===== src/rtl/cpu_pkg.sv =====
// Shared CPU front-end types: instruction/address widths, the decode NOP and the
// fetch queue entry layout.
`timescale 1ns/1ps
package cpu_pkg;
    localparam int INSTR_W = 32;
    localparam int ADDR_W  = 32;
    localparam logic [INSTR_W-1:0] NOP_INSTR = '0;

    typedef struct packed {
        logic [ADDR_W-1:0]  pc;
        logic [INSTR_W-1:0] instr;
    } fetch_entry_t;
endpackage


===== src/rtl/prefetch_mem.sv =====
// Register array backing the prefetch queue: one synchronous write port and one
// asynchronous read port; every entry clears on reset.
`timescale 1ns/1ps
module prefetch_mem #(
    parameter int DEPTH = 4,
    parameter int W     = 64,
    localparam int AW   = $clog2(DEPTH)
) (
    input  logic          clk,
    input  logic          rst,
    input  logic          we_i,
    input  logic [AW-1:0] waddr_i,
    input  logic [W-1:0]  wdata_i,
    input  logic [AW-1:0] raddr_i,
    output logic [W-1:0]  rdata_o
);
    logic [DEPTH-1:0][W-1:0] mem_q;

    always_ff @(posedge clk or posedge rst) begin
        if (rst) begin
            mem_q <= '0;
        end else if (we_i) begin
            mem_q[waddr_i] <= wdata_i;
        end
    end

    assign rdata_o = mem_q[raddr_i];
endmodule


===== src/rtl/fetch_prefetch_queue.sv =====
// First-word-fall-through queue between IF and ID. Holds (PC, instruction)
// pairs, back-pressures fetch via freeze and drops everything on a taken branch.
`timescale 1ns/1ps
module fetch_prefetch_queue
    import cpu_pkg::*;
#(
    parameter int DEPTH = 4,
    parameter int WIDTH = 32
) (
    input  logic                     clk,
    input  logic                     rst,
    input  logic                     in_valid,
    input  logic [WIDTH-1:0]         in_pc,
    input  logic [WIDTH-1:0]         in_instr,
    output logic                     freeze,
    input  logic                     Branch_Tacken,
    input  logic                     pop,
    output logic                     out_valid,
    output logic [WIDTH-1:0]         out_pc,
    output logic [WIDTH-1:0]         Instruction,
    output logic [$clog2(DEPTH):0]   count
);
    localparam int AW = $clog2(DEPTH);
    localparam int CW = AW + 1;

    logic [AW-1:0]      wr_ptr_q, wr_ptr_d;
    logic [AW-1:0]      rd_ptr_q, rd_ptr_d;
    logic [CW-1:0]      count_q, count_d;
    logic               push;
    logic               do_pop;
    logic [2*WIDTH-1:0] rd_entry;

    // Derived from registered occupancy only, so pop never reaches freeze combinationally.
    assign freeze    = (count_q == CW'(DEPTH));
    assign out_valid = (count_q != '0);
    assign count     = count_q;

    assign push   = in_valid & ~freeze & ~Branch_Tacken;
    assign do_pop = pop & out_valid & ~Branch_Tacken;

    prefetch_mem #(
        .DEPTH (DEPTH),
        .W     (2*WIDTH)
    ) u_mem (
        .clk     (clk),
        .rst     (rst),
        .we_i    (push),
        .waddr_i (wr_ptr_q),
        .wdata_i ({in_pc, in_instr}),
        .raddr_i (rd_ptr_q),
        .rdata_o (rd_entry)
    );

    always_comb begin
        wr_ptr_d = wr_ptr_q;
        rd_ptr_d = rd_ptr_q;
        count_d  = count_q;
        if (Branch_Tacken) begin
            wr_ptr_d = '0;
            rd_ptr_d = '0;
            count_d  = '0;
        end else begin
            if (push)   wr_ptr_d = wr_ptr_q + 1'b1;
            if (do_pop) rd_ptr_d = rd_ptr_q + 1'b1;
            if (push && !do_pop)      count_d = count_q + 1'b1;
            else if (!push && do_pop) count_d = count_q - 1'b1;
        end
    end

    always_ff @(posedge clk or posedge rst) begin
        if (rst) begin
            wr_ptr_q <= '0;
            rd_ptr_q <= '0;
            count_q  <= '0;
        end else begin
            wr_ptr_q <= wr_ptr_d;
            rd_ptr_q <= rd_ptr_d;
            count_q  <= count_d;
        end
    end

    assign out_pc      = out_valid ? rd_entry[2*WIDTH-1:WIDTH] : '0;
    assign Instruction = out_valid ? rd_entry[WIDTH-1:0] : WIDTH'(NOP_INSTR);
endmodule


===== config.mk =====
export PLATFORM = sky130hd
export DESIGN_NAME = fetch_prefetch_queue
export DESIGN_NICKNAME = d
export VERILOG_FILES = /design/src/rtl/cpu_pkg.sv /design/src/rtl/prefetch_mem.sv /design/src/rtl/fetch_prefetch_queue.sv
export SDC_FILE = /design/constraint.sdc
export NUM_CORES = 1
export LEC_CHECK = 0
export CORE_MARGIN = 5
export CORE_UTILIZATION = 30
export CTS_CLUSTER_SIZE = 28
export DETAILED_ROUTE_END_ITERATION = 12
export MAX_ROUTING_LAYER = met4
export SLEW_MARGIN = 15
export SYNTH_ARGS = -nofsm -noshare
export SYNTH_HDL_FRONTEND = slang
export SYNTH_HIERARCHICAL = 1
export SYNTH_SLANG_ARGS = --single-unit

===== constraint.sdc =====
create_clock -name clk -period 26.5 [get_ports clk]
set_input_delay 5.3 -clock clk [delete_from_list [all_inputs] [get_ports clk]]
set_output_delay 5.3 -clock clk [all_outputs]
set_load 0.05 [all_outputs]

# --- Yosys cells after proc, flatten, opt, wreduce, memory -nomap -nowiden ---
# Index checks and enable logic that the tools add are counted.
totals:
  reg_bits: 263
  output_inout_bits: 69
  elab_cells: 44
classes:
  add_sub_neg: 4
  magnitude_cmp: 3
  eq_ne: 1
  mux: 14
  bitwise_logic: 6
  n_reduce_logical: 9
ops:
  columns: ["cell", "count"]
  rows:
  - ["$bwmux 256", 1]
  - ["$bmux 64 s2", 1]
  - ["$demux 64 s2", 1]
  - ["$mux 64", 2]
  - ["$mux 32", 2]
  - ["$mux 3", 3]
  - ["$mux 2", 4]
  - ["$lt 2x3->1 const B", 2]
  - ["$reduce_bool 3->1", 2]
  - ["$add 2x1->2 const B", 2]
  - ["$and 1x1->1", 4]
  - ["$reduce_bool 2->1", 2]
  - ["$add 3x1->3 const B", 1]
  - ["$eq 3x3->1 const B", 1]
  - ["$logic_and 1x1->1", 3]
  - ["$sub 3x1->3 const B", 1]
  - ["$ge 2x1->1 const B", 1]
  - ["$logic_not 1->1", 2]
  - ["$not 1->1", 2]

# --- Depth between registers and ports, before layout ---
# Gate-level depths: netlist of run 1.
depth:
  word_depth: 9
  ltp_mapped: 8

# --- Hierarchy ---
# Netlist of run 1, hierarchy kept.
modules_own_cells:
  columns: ["mod", "n_inst", "cells_per_inst", "area_per_inst_um2"]
  rows:
  - ["prefetch_mem", 1, 622, 11184.5]
  - ["fetch_prefetch_queue", 1, 128, 969.7]

# --- Worst setup path before layout of run 1 ---
# OpenSTA, ideal clock, no wires.
synth_timing:
  kind: "flip-flop to output port"
  from: "reg count_q[1] (netlist: count[1])"
  to: "out Instruction[12]"
  arrival_time_ps: 2095
  required_time_ps: 21200
  setup_slack_ps: 19105
  path_stages_with_launch: 5
  path_buffers: 2
  path_cell_list: "dfrtp_1 buf_2 or3_1 clkbuf_1 and2_1"
synth_via:
  elab_chain_cells: 2
synth_lines:
  columns: ["element", "line_no", "rtl"]
  rows:
  - ["start, declared", "fetch_prefetch_queue.sv:28", "logic [CW-1:0] count_q, count_d;"]
  - ["start signal, assigned", "fetch_prefetch_queue.sv:78", "count_q <= count_d;"]
  - ["$reduce_bool 3->1", "fetch_prefetch_queue.sv:35", "assign out_valid = (count_q != '0);"]
  - ["named net out_valid", "fetch_prefetch_queue.sv:18", "output logic out_valid,"]
  - ["$mux 32", "fetch_prefetch_queue.sv:83", "assign Instruction = out_valid ? rd_entry[WIDTH-1:0] : WIDTH'(NOP_INSTR);"]
  - ["end, declared", "fetch_prefetch_queue.sv:20", "output logic [WIDTH-1:0] Instruction,"]
# The timed path passes the listed nets, and every way through them passes these cells.

# --- Worst setup path in the final report of run 1 ---
layout_timing:
  from: "reg rd_ptr_q[1]"
  to: "out Instruction[25]"
layout_via:
  elab_chain_cells: 3
layout_lines:
  columns: ["element", "line_no", "rtl"]
  rows:
  - ["start, declared", "fetch_prefetch_queue.sv:27", "logic [AW-1:0] rd_ptr_q, rd_ptr_d;"]
  - ["start signal, assigned", "fetch_prefetch_queue.sv:77", "rd_ptr_q <= rd_ptr_d;"]
  - ["$bmux 64 s2", "prefetch_mem.sv:27", "assign rdata_o = mem_q[raddr_i];"]
  - ["$mux 64 (not written as such)", "prefetch_mem.sv:27", null]
  - ["named net rd_entry[25]", "fetch_prefetch_queue.sv:31", "logic [2*WIDTH-1:0] rd_entry;"]
  - ["$mux 32", "fetch_prefetch_queue.sv:83", null]
# The timed path passes the listed nets, and every way through them passes these cells. The select of a mux whose other input is x is not followed.

==> results.json, run 1 <==
{
  "power.density_nw_per_um2": 114,
  "critPathRequiredTime_ns": 21.20,
  "avgRoutedWirePerCell_um": 19.5,
  "port-buffer-count": 137,
  "setup-tns-final_ns": 0,
  "synth_sequential_area_ratio_pct": 54.1,
  "synth_nets": 820,
  "initial_utilization_pct": 30.5,
  "timing.fmax_ghz": 0.111,
  "synth_edf_count": 0,
  "clock_skew_ns": 0.0119,
  "viasPerCell": 4.75,
  "synth_ff_type": "dfrtp_1",
  "timing_max_transition_violations_final": 0,
  "synthDominantAreaCellType": "dfrtp_1",
  "final_common_cell": "dfrtp_1",
  "worst_ep_arrival_time_ns": 3.67,
  "synthesis.yosys.warnings": 6,
  "startpoint_type": "register",
  "synthArstFlopShare_pct": 100,
  "io-pin-count": 138,
  "setup.worst_path.class": "reg2out",
  "cts_setup_buffers": 0,
  "number_of_resized_instances_in_the_post_cts_repair_step": 0,
  "grt_remaining_overflow": 0,
  "drt_pass1_iterations": 4,
  "pre_cts_ws_ns": 18.00,
  "max_cap_viol_count": 0,
  "maximum_vdd_drop_uv": 60.9,
  "holdBufCountCts": 0,
  "syn2layout_area_growth_pct": 21.3,
  "highest_count_cells_in_the_layout_ignoring_fill_and_taps": "261 x dfrtp_1, 252 x mux2_2, 137 x clkdlybuf4s50_1",
  "finalHoldViolations": 0,
  "cts_tree": "done",
  "final_net_count": 948,
  "mappedNetlistArea_um2": 12200,
  "critical_path.endpoint_type": "output port",
  "setup_viol": 0,
  "drive_gt1_share_pct": 42.7,
  "finalWirelength_um": 27700,
  "min_path_type": "reg2reg",
  "outcome": "completed",
  "detailroute.via_count": 6755,
  "grt_max_degree": 123,
  "track_usage_pct": 13.0,
  "die_height_um": 211,
  "row_count": 73,
  "power.leakage_nw": 6.23,
  "place_congestion": 0.714,
  "synth_cells": 750,
  "h-tree-depth": 1,
  "yosys.area.top_type_share_pct": 54.1,
  "post-dp-hpwl_um": 15700,
  "first_global_vias": 7703,
  "post_dp_cell_area_um2": 13800,
  "final_antenna_net_count": 0,
  "path_clk_slew_ns": 0.06,
  "layout.cells.non_filler": 1423,
  "antenna_found_initial": 2,
  "setup_repair_after_global_routing_missed_its_margin": "false",
  "grt_first_pass_wirelength_um": 45100,
  "route.detailed.drc": 0,
  "slew-limit-headroom_pct": 31.1,
  "cts.sinks": 263,
  "clockRootBuffer": "clkbuf_16",
  "clockBufferDepth": 3,
  "netlist_top_cells_area": "dfrtp_1 54%, mux2_2 23%, mux4_2 12%",
  "syn-mean-instance-area_um2": 16.2,
  "setup_ws_ns": 17.53,
  "latest_clock_arrival_within_the_worst_skew_pair_ns": 0.56,
  "drt_first_iter_violations": 260,
  "yosysUniqueCellTypes": 37,
  "floorplan.die_area_um2": 44600,
  "timing_worst_slew_pin_value_ns": 1.03,
  "cts-buffers-inserted": 30,
  "min_period_ns": 8.98,
  "yosys_register_bits": 263,
  "stdcell_area_um2": 14700,
  "finalCritPeriodShare_pct": 33.9,
  "die-width_um": 211,
  "crit_fanout": 37,
  "placed_cells": 1371,
  "fp.coreArea_um2": 39900
}
## stage by stage
stage	total power [mW]	hold WS (ns)	util [%]
after floorplan	1.12	0.453	-
after global placement	1.28	0.467	34.5
after detailed placement	1.30	0.480	34.5
after CTS	1.71	0.493	36.9
after global routing	1.78	0.504	36.9
final	1.68	0.492	36.9
## power by group
| group | internal [mW] | switching [mW] | total (mW) |
|---|---|---|---|
| Clock | 0.241 | 0.161 | 0.403 |
| Combinational | 0.316 | 0.328 | 0.645 |
| Sequential | 0.557 | 0.0799 | 0.637 |
## worst max-delay path, stage by stage, from the launching register on
cell and delay [ns]:
dfrtp_4 0.83, buf_4 0.78, mux4_2 0.61, and2_1 0.16, clkdlybuf4s50_1 0.70
## routing by layer
metal / vias up / part of all wire (%) / track usage, %
met3: 36 / 4.2 / 2.30
met2: 116 / 46 / 19.8
li1: 3002 / - / -
met1: 3601 / 48 / 18.1
met4: 0 / 2.0 / 3.58
met5: - / 0 / -
## final timing paths
path | startpoint | endpoint | slack (ns) | cells after the start
max | rd_ptr_q[1] | Instruction[25] | 17.53 | 4
min | u_mem/mem_q[55] | u_mem/mem_q[55] | 0.49 | 1
max reg2reg | count[0] | u_mem/mem_q[222] | 23.66 | 6
min reg2reg | u_mem/mem_q[55] | u_mem/mem_q[55] | 0.49 | 1
max in group asynchronous | rst | u_mem/mem_q[171] | 19.72 | 3
min in group asynchronous | rst | count[0] | 5.13 | 2
## sequential cells by signal, indices dropped and copies added, names as in the netlist
| name | cells |
|---|---|
| u_mem/mem_q | 256 |
| count | 3 |
| rd_ptr_q | 2 |
| wr_ptr_q | 2 |
## cell type report
cell class                      count  area (um2)
Timing Repair Buffer              149        1460
Inverter                            8        37.5
Multi-Input combinational cell    426        5040
Clock inverter                     11         105
Sequential cell                   263        6590
Clock buffer                       40         850
Antenna cell                        1        2.50
Tap cell                          525         657
Fill cell                        3786       25200
## cell families after synthesis
group | share of synthesized area [%]
flops | 54.1
compound gates | 0.772
fa+ha+maj | 0.165
buf+inv | 4.48
simple gates | 4.46
xor+xnor | 0.216
mux | 35.8
## cells in the mapped netlist (all sizes together), types with 2 or more instances
cell type and count:
a211oi 2, a21oi 2, and2 64, buf 46, clkbuf 7, dfrtp 263, inv 8, mux2 258
mux4 64, nand2 2, nand3 4, nand3b 2, nor2 6, nor3b 2, o2111ai 2, o21ai 2
or3 2, or3b 2, xor2 2
No activity file was read; power rests on OpenSTA's default activity.
==> run 2: changes to the inputs <==
==> constraint.sdc (replaced) <==
create_clock -name clk -period 8.56 [get_ports clk]
set_input_delay 1.712 -clock clk [delete_from_list [all_inputs] [get_ports clk]]
set_output_delay 1.712 -clock clk [all_outputs]
set_load 0.05 [all_outputs]
==> run 2 against run 1 <==
  * Critical path depth unchanged
  * Count of clock-buffer cells in the layout up 7
  * Highest routed layer unchanged
  * Non-clock buffer count up 1
  * Die area unchanged
  * Register-to-register slack worse by 18 ns
  * Clock power rose to 3.2 times the previous value
  * First-iteration DRC count down 1.5%
  * Worst hold slack worse by 0.0060 ns
  * Core utilization up 0.12 points
  * Sequential share of layout area down 0.14 points
  * Wire length down 3.0%
==> results.json, run 2 (synthesis gave the netlist of run 1 again) <==
{
  "final_net_count": 949,
  "pre_cts_ws_ns": 3.72,
  "worst_ep_arrival_time_ns": 3.58,
  "post-dp-hpwl_um": 15800,
  "cts.sinks": 263,
  "maximum_vdd_drop_uv": 157,
  "critPathLaunch": "rd_ptr_q[1]",
  "min_path_type": "reg2reg",
  "avgRoutedWirePerCell_um": 18.8,
  "h-tree-depth": 1,
  "cts_setup_buffers": 0,
  "timing.fmax_ghz": 0.189,
  "finish.utilization_pct": 37.1,
  "initial_utilization_pct": 30.5,
  "slew-limit-headroom_pct": 39.4,
  "timing_worst_slew_pin_value_ns": 0.910,
  "drive_gt1_share_pct": 42.4,
  "crit_fanout": 39,
  "startpoint_type": "register",
  "die-width_um": 211,
  "detailroute.via_count": 6743,
  "antenna_found_initial": 2,
  "die_height_um": 211,
  "io-pin-count": 138,
  "setup_repair_after_global_routing_missed_its_margin": "false",
  "finalWirelength_um": 26900,
  "grt_first_pass_wirelength_um": 43900,
  "latest_clock_arrival_within_the_worst_skew_pair_ns": 0.55,
  "row_count": 73,
  "final_antenna_net_count": 0,
  "path_clk_slew_ns": 0.06,
  "timing_max_transition_violations_final": 0,
  "post_dp_cell_area_um2": 13800,
  "finalHoldViolations": 0,
  "setup_ws_ns": 3.27,
  "min_period_ns": 5.29,
  "setup_viol": 0,
  "stdcell_area_um2": 14800,
  "number_of_resized_instances_in_the_post_cts_repair_step": 0,
  "filler_cell_count": 3777,
  "grt_remaining_overflow": 0,
  "finalCritPeriodShare_pct": 61.8,
  "regToRegStartpoint": "count[0]",
  "holdBufCountCts": 0,
  "clockRootBuffer": "clkbuf_16",
  "clock_skew_ns": 0.00958,
  "track_usage_pct": 12.6,
  "min_from": "u_mem/mem_q[54]",
  "max_flop_register": "u_mem/mem_q",
  "largest_register_ff_count": 256,
  "port-buffer-count": 137,
  "drt_first_iter_violations": 256,
  "outcome": "completed",
  "max_cap_viol_count": 0,
  "critPathRequiredTime_ns": 6.85,
  "power.density_nw_per_um2": 353,
  "syn2layout_area_growth_pct": 21.7,
  "flop2flop_setup_slack_ns": 5.51,
  "drt_pass1_iterations": 4,
  "clockBufferDepth": 3,
  "cts-buffers-inserted": 30,
  "setup.worst_path.class": "reg2out",
  "grt_max_degree": 133,
  "route.detailed.drc": 0,
  "first_global_vias": 7539,
  "setup-tns-final_ns": 0,
  "cts_tree": "done",
  "place_congestion": 0.703,
  "critical_path.endpoint_type": "output port",
  "final_common_cell": "dfrtp_1",
  "floorplan.die_area_um2": 44600,
  "power.leakage_nw": 6.23,
  "highest_count_cells_in_the_layout_ignoring_fill_and_taps": "261 x dfrtp_1, 252 x mux2_2, 137 x clkdlybuf4s50_1",
  "fp.coreArea_um2": 39900,
  "viasPerCell": 4.72
}
## run 2: critical path, stage by stage, from the launching register on
cell             delay, ns
dfrtp_4               0.76
buf_4                 0.77
mux4_2                0.61
and2_1                0.16
clkdlybuf4s50_1       0.70
## run 2: final timing paths
check | end | cells after the start
min in group asynchronous | rd_ptr_q[0] | 2
worst max-delay path | out_pc[15] | 4
worst min-delay path | u_mem/mem_q[54] | 1
max in group asynchronous | u_mem/mem_q[104] | 3
worst max register to register | u_mem/mem_q[35] | 7
worst min register to register | u_mem/mem_q[54] | 1
## run 2: final cells by class
cell class	count	area (um2)	share of cell area (%)
clock inverters	7	87.6	0.592
flip-flops and latches	263	6590	44.5
clock buffers	47	896	6.06
multi-input cells	426	5040	34.1
repair buffers	150	1480	10.0
diodes	2	5.00	0.0338
inverters	8	33.8	0.228
well taps	525	657	4.44
## run 2: where the power goes
group | switching, mW | internal [mW] | total (mW)
Clock | 0.493 | 0.772 | 1.27
Sequential | 0.263 | 1.72 | 1.99
Combinational | 0.991 | 0.980 | 1.97
## run 2: per-layer routing
| metal | wire length, um | share of wire [%] | up-vias | GRT usage, % |
|---|---|---|---|---|
| li1 | - | - | 3010 | - |
| met5 | 0 | 0 | - | - |
| met1 | 12700 | 47 | 3585 | 17.9 |
| met2 | 12500 | 47 | 113 | 19.0 |
| met3 | 1180 | 4.4 | 35 | 2.38 |
| met4 | 448 | 1.7 | 0 | 2.77 |
## run 2: metrics by stage
stage / std cells / power [mW] / hold slack [ns]
2_1_floorplan: 750 / 3.46 / 0.453
3_3_place_gp: 1372 / 3.97 / 0.464
3_5_place_dp: 1372 / 4.01 / 0.470
4_1_cts: 1426 / 5.32 / 0.488
5_1_grt: 1428 / 5.53 / 0.505
6_report: 1428 / 5.22 / 0.486
